`src/rtl/output_display_driver.sv`:
```
// Captures a 32-bit value on start, converts it to BCD with a sequential
// double-dabble engine and drives eight active-low seven-segment displays.
module output_display_driver #(
    parameter bit SIGNED   = 1'b1,
    parameter bit LZ_BLANK = 1'b1
) (
    input  logic        Clock,
    input  logic        reset,
    input  logic        start,
    input  logic [31:0] value,
    output logic        busy,
    output logic        done,
    output logic        overflow,
    output logic [6:0]  HEX0,
    output logic [6:0]  HEX1,
    output logic [6:0]  HEX2,
    output logic [6:0]  HEX3,
    output logic [6:0]  HEX4,
    output logic [6:0]  HEX5,
    output logic [6:0]  HEX6,
    output logic [6:0]  HEX7
);

    localparam logic [6:0] SEG_BLANK = 7'b1111111;
    localparam logic [6:0] SEG_MINUS = 7'b0111111;
    localparam logic [6:0] SEG_E     = 7'b0000110;

    typedef enum logic [1:0] {IDLE, LOAD_SHIFT, UPDATE} state_t;

    state_t      state_q, state_d;
    logic [5:0]  cnt_q;
    logic [39:0] bcd_q;
    logic [31:0] mag_q;
    logic        neg_q;
    logic [39:0] bcd_adj;
    logic [6:0]  hex_q [8];
    logic [6:0]  hex_d [8];
    logic        ovf_d;
    int          top;

    function automatic logic [6:0] seg(input logic [3:0] d);
        case (d)
            4'd0:    seg = 7'b1000000;
            4'd1:    seg = 7'b1111001;
            4'd2:    seg = 7'b0100100;
            4'd3:    seg = 7'b0110000;
            4'd4:    seg = 7'b0011001;
            4'd5:    seg = 7'b0010010;
            4'd6:    seg = 7'b0000010;
            4'd7:    seg = 7'b1111000;
            4'd8:    seg = 7'b0000000;
            4'd9:    seg = 7'b0010000;
            default: seg = SEG_BLANK;
        endcase
    endfunction

    // NOTE: every always_comb output gets a default first so no path leaves it
    // unassigned, which would otherwise infer a latch.
    always_comb begin
        state_d = state_q;
        case (state_q)
            IDLE:       if (start) state_d = LOAD_SHIFT;
            LOAD_SHIFT: if (cnt_q == 6'd31) state_d = UPDATE;
            UPDATE:     state_d = IDLE;
            default:    state_d = IDLE;
        endcase
    end

    // Add-3 correction applied to every BCD digit before each shift.
    always_comb begin
        bcd_adj = bcd_q;
        for (int i = 0; i < 10; i++) begin
            if (bcd_q[4*i +: 4] >= 4'd5) bcd_adj[4*i +: 4] = bcd_q[4*i +: 4] + 4'd3;
        end
    end

    // Display formatting from the finished BCD result; top is the highest nonzero digit.
    always_comb begin
        top = 0;
        for (int i = 0; i < 10; i++) begin
            if (bcd_q[4*i +: 4] != 4'd0) top = i;
        end
        ovf_d = (|bcd_q[39:32]) || (neg_q && (top >= 7));
        for (int i = 0; i < 8; i++) begin
            hex_d[i] = SEG_BLANK;
            if (ovf_d) begin
                if (i == 7) hex_d[i] = SEG_E;
            end else if (LZ_BLANK) begin
                if (i <= top)                  hex_d[i] = seg(bcd_q[4*i +: 4]);
                else if (neg_q && i == top + 1) hex_d[i] = SEG_MINUS;
            end else begin
                if (neg_q && i == 7) hex_d[i] = SEG_MINUS;
                else                 hex_d[i] = seg(bcd_q[4*i +: 4]);
            end
        end
    end

    // NOTE: sequential state uses non-blocking assignments only; the BCD and
    // magnitude accumulators are reset too, so an aborted conversion leaves nothing behind.
    always_ff @(posedge Clock or negedge reset) begin
        if (!reset) begin
            state_q  <= IDLE;
            cnt_q    <= '0;
            bcd_q    <= '0;
            mag_q    <= '0;
            neg_q    <= 1'b0;
            done     <= 1'b0;
            overflow <= 1'b0;
            for (int i = 0; i < 8; i++) hex_q[i] <= SEG_BLANK;
        end else begin
            state_q <= state_d;
            done    <= 1'b0;
            case (state_q)
                IDLE: begin
                    cnt_q <= '0;
                    bcd_q <= '0;
                    if (start) begin
                        mag_q <= (SIGNED && value[31]) ? -value : value;
                        neg_q <= SIGNED && value[31];
                    end
                end
                LOAD_SHIFT: begin
                    {bcd_q, mag_q} <= {bcd_adj, mag_q} << 1;
                    cnt_q          <= cnt_q + 6'd1;
                end
                UPDATE: begin
                    for (int i = 0; i < 8; i++) hex_q[i] <= hex_d[i];
                    overflow <= ovf_d;
                    done     <= 1'b1;
                end
                default: ;
            endcase
        end
    end

    assign busy = (state_q != IDLE);
    assign HEX0 = hex_q[0];
    assign HEX1 = hex_q[1];
    assign HEX2 = hex_q[2];
    assign HEX3 = hex_q[3];
    assign HEX4 = hex_q[4];
    assign HEX5 = hex_q[5];
    assign HEX6 = hex_q[6];
    assign HEX7 = hex_q[7];

endmodule

```
`config.mk`:
```
export PLATFORM = sky130hd
export DESIGN_NAME = output_display_driver
export DESIGN_NICKNAME = d
export VERILOG_FILES = /design/src/rtl/output_display_driver.sv
export SDC_FILE = /design/constraint.sdc
export NUM_CORES = 1
export LEC_CHECK = 0
export BUFFER_PORTS_ARGS = -buffer_cell sky130_fd_sc_hd__buf_2
export CORE_MARGIN = 1
export CORE_UTILIZATION = 54
export CTS_CLUSTER_DIAMETER = 80
export DETAILED_ROUTE_END_ITERATION = 7
export HOLD_SLACK_MARGIN = 0.05
export PLACE_DENSITY_LB_ADDON = 0.05
export SYNTH_ARGS = -nofsm -noshare
export SYNTH_HDL_FRONTEND = slang
export SYNTH_SLANG_ARGS = --single-unit
```
`constraint.sdc`:
```
create_clock -name Clock -period 3.12 [get_ports Clock]
set_input_delay 0.468 -clock Clock [delete_from_list [all_inputs] [get_ports Clock]]
set_output_delay 0.468 -clock Clock [all_outputs]
set_load 0.01 [all_outputs]
```
==> metrics.yaml <==
status: "completed"
cts_made_buffers: 17
yosysSeqAreaShare_pct: 42.15
rows: 45
crit_path_end: "HEX3[6]$_DFFE_PN1P_"
wire_per_inst_um: 15.65
p_int_mw: 4.027
grt.overflow.total: 0
setup_viol: 0
hold_depth: 3
avgSynthCellArea_um2: 8.870
synth.mux.area_fraction_pct: 2.423
die_w_um: 126.9
ir_drop_mv: 0.5886
yosys-top-cells-area: "dfrtp_1 (25%), dfstp_2 (17%), a21oi_1 (7.6%), ha_1 (7.3%), o21ai_0 (5.0%)"
fp.coreArea_um2: 15200
power_frac_seq_pct: 37.8
synth_top_family_by_area: "compound AO/OA/AOI/OAI gates"
ant_nets: 0
start_util_pct: 55.37
async_flop_share_pct: 100.0
synth_xor_area_share_pct: 3.017
synth_ff_type: "dfrtp_1"
critPathMaxStageDelay_ns: 0.47
grt_use_total_pct: 25.94
postSynthCellCount: 949
p_clk_share_pct: 30.2
hold_viol_final: 0
critical_path_buf_inv_count: 1
slew_violations: 0
power_density_nw_per_um2: 620.7
ys_seq_elements: 139
max_slew_margin_pct: 18.76
rr_worst_depth: 12
rrSetupSlack_ns: 0.21
slowest_stage: "or3b_2"
hpwl_um: 13410
grt_max_degree: 61
cts_tree: "done"
gp_congestion: 0.8495
r2r_start: "bcd_q[8]$_DFFE_PN0P_"
synth_compound_area_share_pct: 23.53
required_ns: 3.47
fin_nets: 1137
reg2reg_to: "HEX3[6]$_DFFE_PN1P_"
final_cells: 1254
fmax_ghz: 0.3438
yosys.area.top_type_share_pct: 24.67
num_io_pins: 94
synth_area_um2: 8418
post_synth_and_or_nand_nor_area_fraction_pct: 17.46
worst-path-stages: 12
synth_top_area_cell: "dfrtp_1"
wirelength_um: 19620
dieArea_um2: 16090
p_switching_mw: 2.088
power_mw: 6.115
drive_above_1_share_pct: 24.48
dr.pass1.iters: 7
num-fill-cells: 1309
root_buffer: "clkbuf_16"
clock_latency_ns: 0.42
skew_ns: 0.009315
fin_crit_sh_pct: 93.23
clk_pin_slew_worst_paths_ns: 0.06
hp-class: "primary input to flip-flop"
synthAdderAreaFrac_pct: 7.283
antenna_found_initial: 0
grt_pass1_wl_um: 33760
worstPathMaxFanout: 6
placed_area_um2: 9245
hold_start: "value[14]"
hold_slack_ns: 0.2975
route.detailed.drc: 0
cp_top_family: "simple AND/OR/NAND/NOR gates"
period_minus_slack_ns: 2.909
end_kind: "flip-flop"
tightest_slew_ns: 1.219
htree_levels: 4
yosysWarnings: 0
vias_per_cell: 5.802
worstPathArrival_ns: 3.26
finalInstanceArea_um2: 9852
p_sw_share_pct: 34.15
cp_common_cell: "ha_1"
synth_edf_count: 0
start_kind: "flip-flop"
yosysUniqueCellTypes: 67
p_comb_share_pct: 32.0
crit_start: "bcd_q[8]$_DFFE_PN0P_"
syn2layout_area_growth_pct: 17.03
grt_pass1_vias: 6992
vias: 7276
drtIter0Drc: 496
clk_path_buf_depth: 2
die_h_um: 126.9
final.setup.tns_ns: 0
dp.cells: 1218
maxCapViolations: 0
antenna_cells: 0
p_leak_nw: 4.215
clock-sinks: 139
syn_nets: 1033
path_cells: "inv_1, ha_1, or3b_2, o2111ai_1, a31oi_2, o21ai_2, nand3_1, ha_1, nand2b_2, nor3b_2, nand4_1, o221a_2"
port-buffer-count: 93
crit_type: "flip-flop to flip-flop"
## worst min-delay path: cells and delay by family
| kind | cells | cell delay, ns |
|---|---|---|
| buf+inv | 1 | 0.11 |
| compound gates | 2 | 0.10 |
## flip-flops by register name, indices dropped and copies added (netlist names)
signal,cells
HEX4,7
HEX3,7
state_q,2
HEX1,7
overflow,1
HEX0,7
done,1
mag_q,32
HEX7,7
neg_q,1
bcd_q,40
HEX2,7
HEX5,7
cnt_q,6
HEX6,7
## layout make-up
class	count	area, um^2	area share [%]
Clock buffer	21	470.5	4.775
Clock inverter	11	71.32	0.7239
Inverter	40	150.1	1.524
Multi-Input combinational cell	720	4574	46.43
Sequential cell	139	3548	36.02
Tap cell	188	235.2	2.388
Timing Repair Buffer	135	802.0	8.141
## per-stage QoR
stage	setup WS (ns)	util [%]
final	0.2111	64.81
after global routing	-0.02233	64.81
after global placement	0.1298	60.81
after CTS	0.06543	64.46
after detailed placement	-0.05451	60.81
after floorplan	0.02875	-
## metal layers
metal | vias to the layer above | GRT usage, % | wire [um]
li1 | 3606 | - | -
met1 | 3488 | 35.24 | 9322
met2 | 161 | 42.82 | 9342
met3 | 21 | 5.146 | 736
met4 | 0 | 6.092 | 217
met5 | - | 0 | 0
## layout by cell type (no fill, tap or decap), drive strengths merged, types with 11 or more instances in the layout
cell    Yosys  routed
mux2i      17      17
buf         7     134
nor2      103     103
nor3       15      15
dfstp      56      56
nand2b     24      24
nor3b      17      17
dfrtp      83      83
a21oi     127     127
xnor2      15      15
o22a       11      11
a22oi      12      12
nor2b      13      13
a22o       19      19
inv        39      40
xor2       14      14
ha         49      49
a31oi      13      13
o21ai      89      89
clkbuf     43      21
nand2      65      65
o22ai      28      28
## what timing repair did
item,CTS,global route
endpoints found under the hold margin,19,0
resized for setup,1,7
hold buffers,1,0
pin swaps,0,1
buffers inserted,0,3
endpoints found under the setup margin,6,44
## power groups by stage
stage	clock network [mW]	logic (mW)	registers [mW]
after global routing	1.95	2.21	2.35
after floorplan	0	1.41	2.26
after global placement	0	1.88	2.33
after detailed placement	0	1.90	2.33
final	1.84	1.96	2.31
after CTS	1.89	1.93	2.31
## kinds of logic after synthesis
kind of cell / Yosys count
AOI/OAI and AO/OA: 331
and+or+nand+nor: 291
DFF: 139
buffers and inverters: 90
adders and majority gates: 49
xor gates and xnor gates: 29
muxes: 20
## Yosys cell counts, types with 3 or more instances
cell type  count
o21ai_0       84
dfstp_2       56
a211oi_1       4
nor2_1       103
or2_2          7
clkbuf_1      43
mux2_2         3
and3_1         3
buf_1          4
xor2_1        14
o22ai_1       28
a22oi_1       12
o22a_1        11
xnor2_1       15
a22o_1        19
o21ai_1        5
nand4_1        3
and2_1         4
nor3_1        12
nand2_1       65
nor4_1         7
nand3_1       10
a31oi_1       12
ha_1          49
o31ai_1        4
or3_4          3
inv_1         38
nor3_2         3
or3b_2         3
nor2b_1       13
a21oi_1      127
o32a_1         4
dfrtp_1       83
nor3b_1       17
o32ai_1        3
nand2b_1      24
mux2i_1       17
## worst min path at each step
stage | endpoint | slack [ns]
floorplan | bcd_q[0]$_DFFE_PN0P_ | 0.17
global placement | HEX4[5]$_DFFE_PN1P_ | 0.45
detailed placement | HEX4[5]$_DFFE_PN1P_ | 0.45
CTS | mag_q[14]$_DFFE_PN0P_ | 0.29
global route | mag_q[14]$_DFFE_PN0P_ | 0.32
finish | mag_q[14]$_DFFE_PN0P_ | 0.30
(Power assumes the default switching activity.)
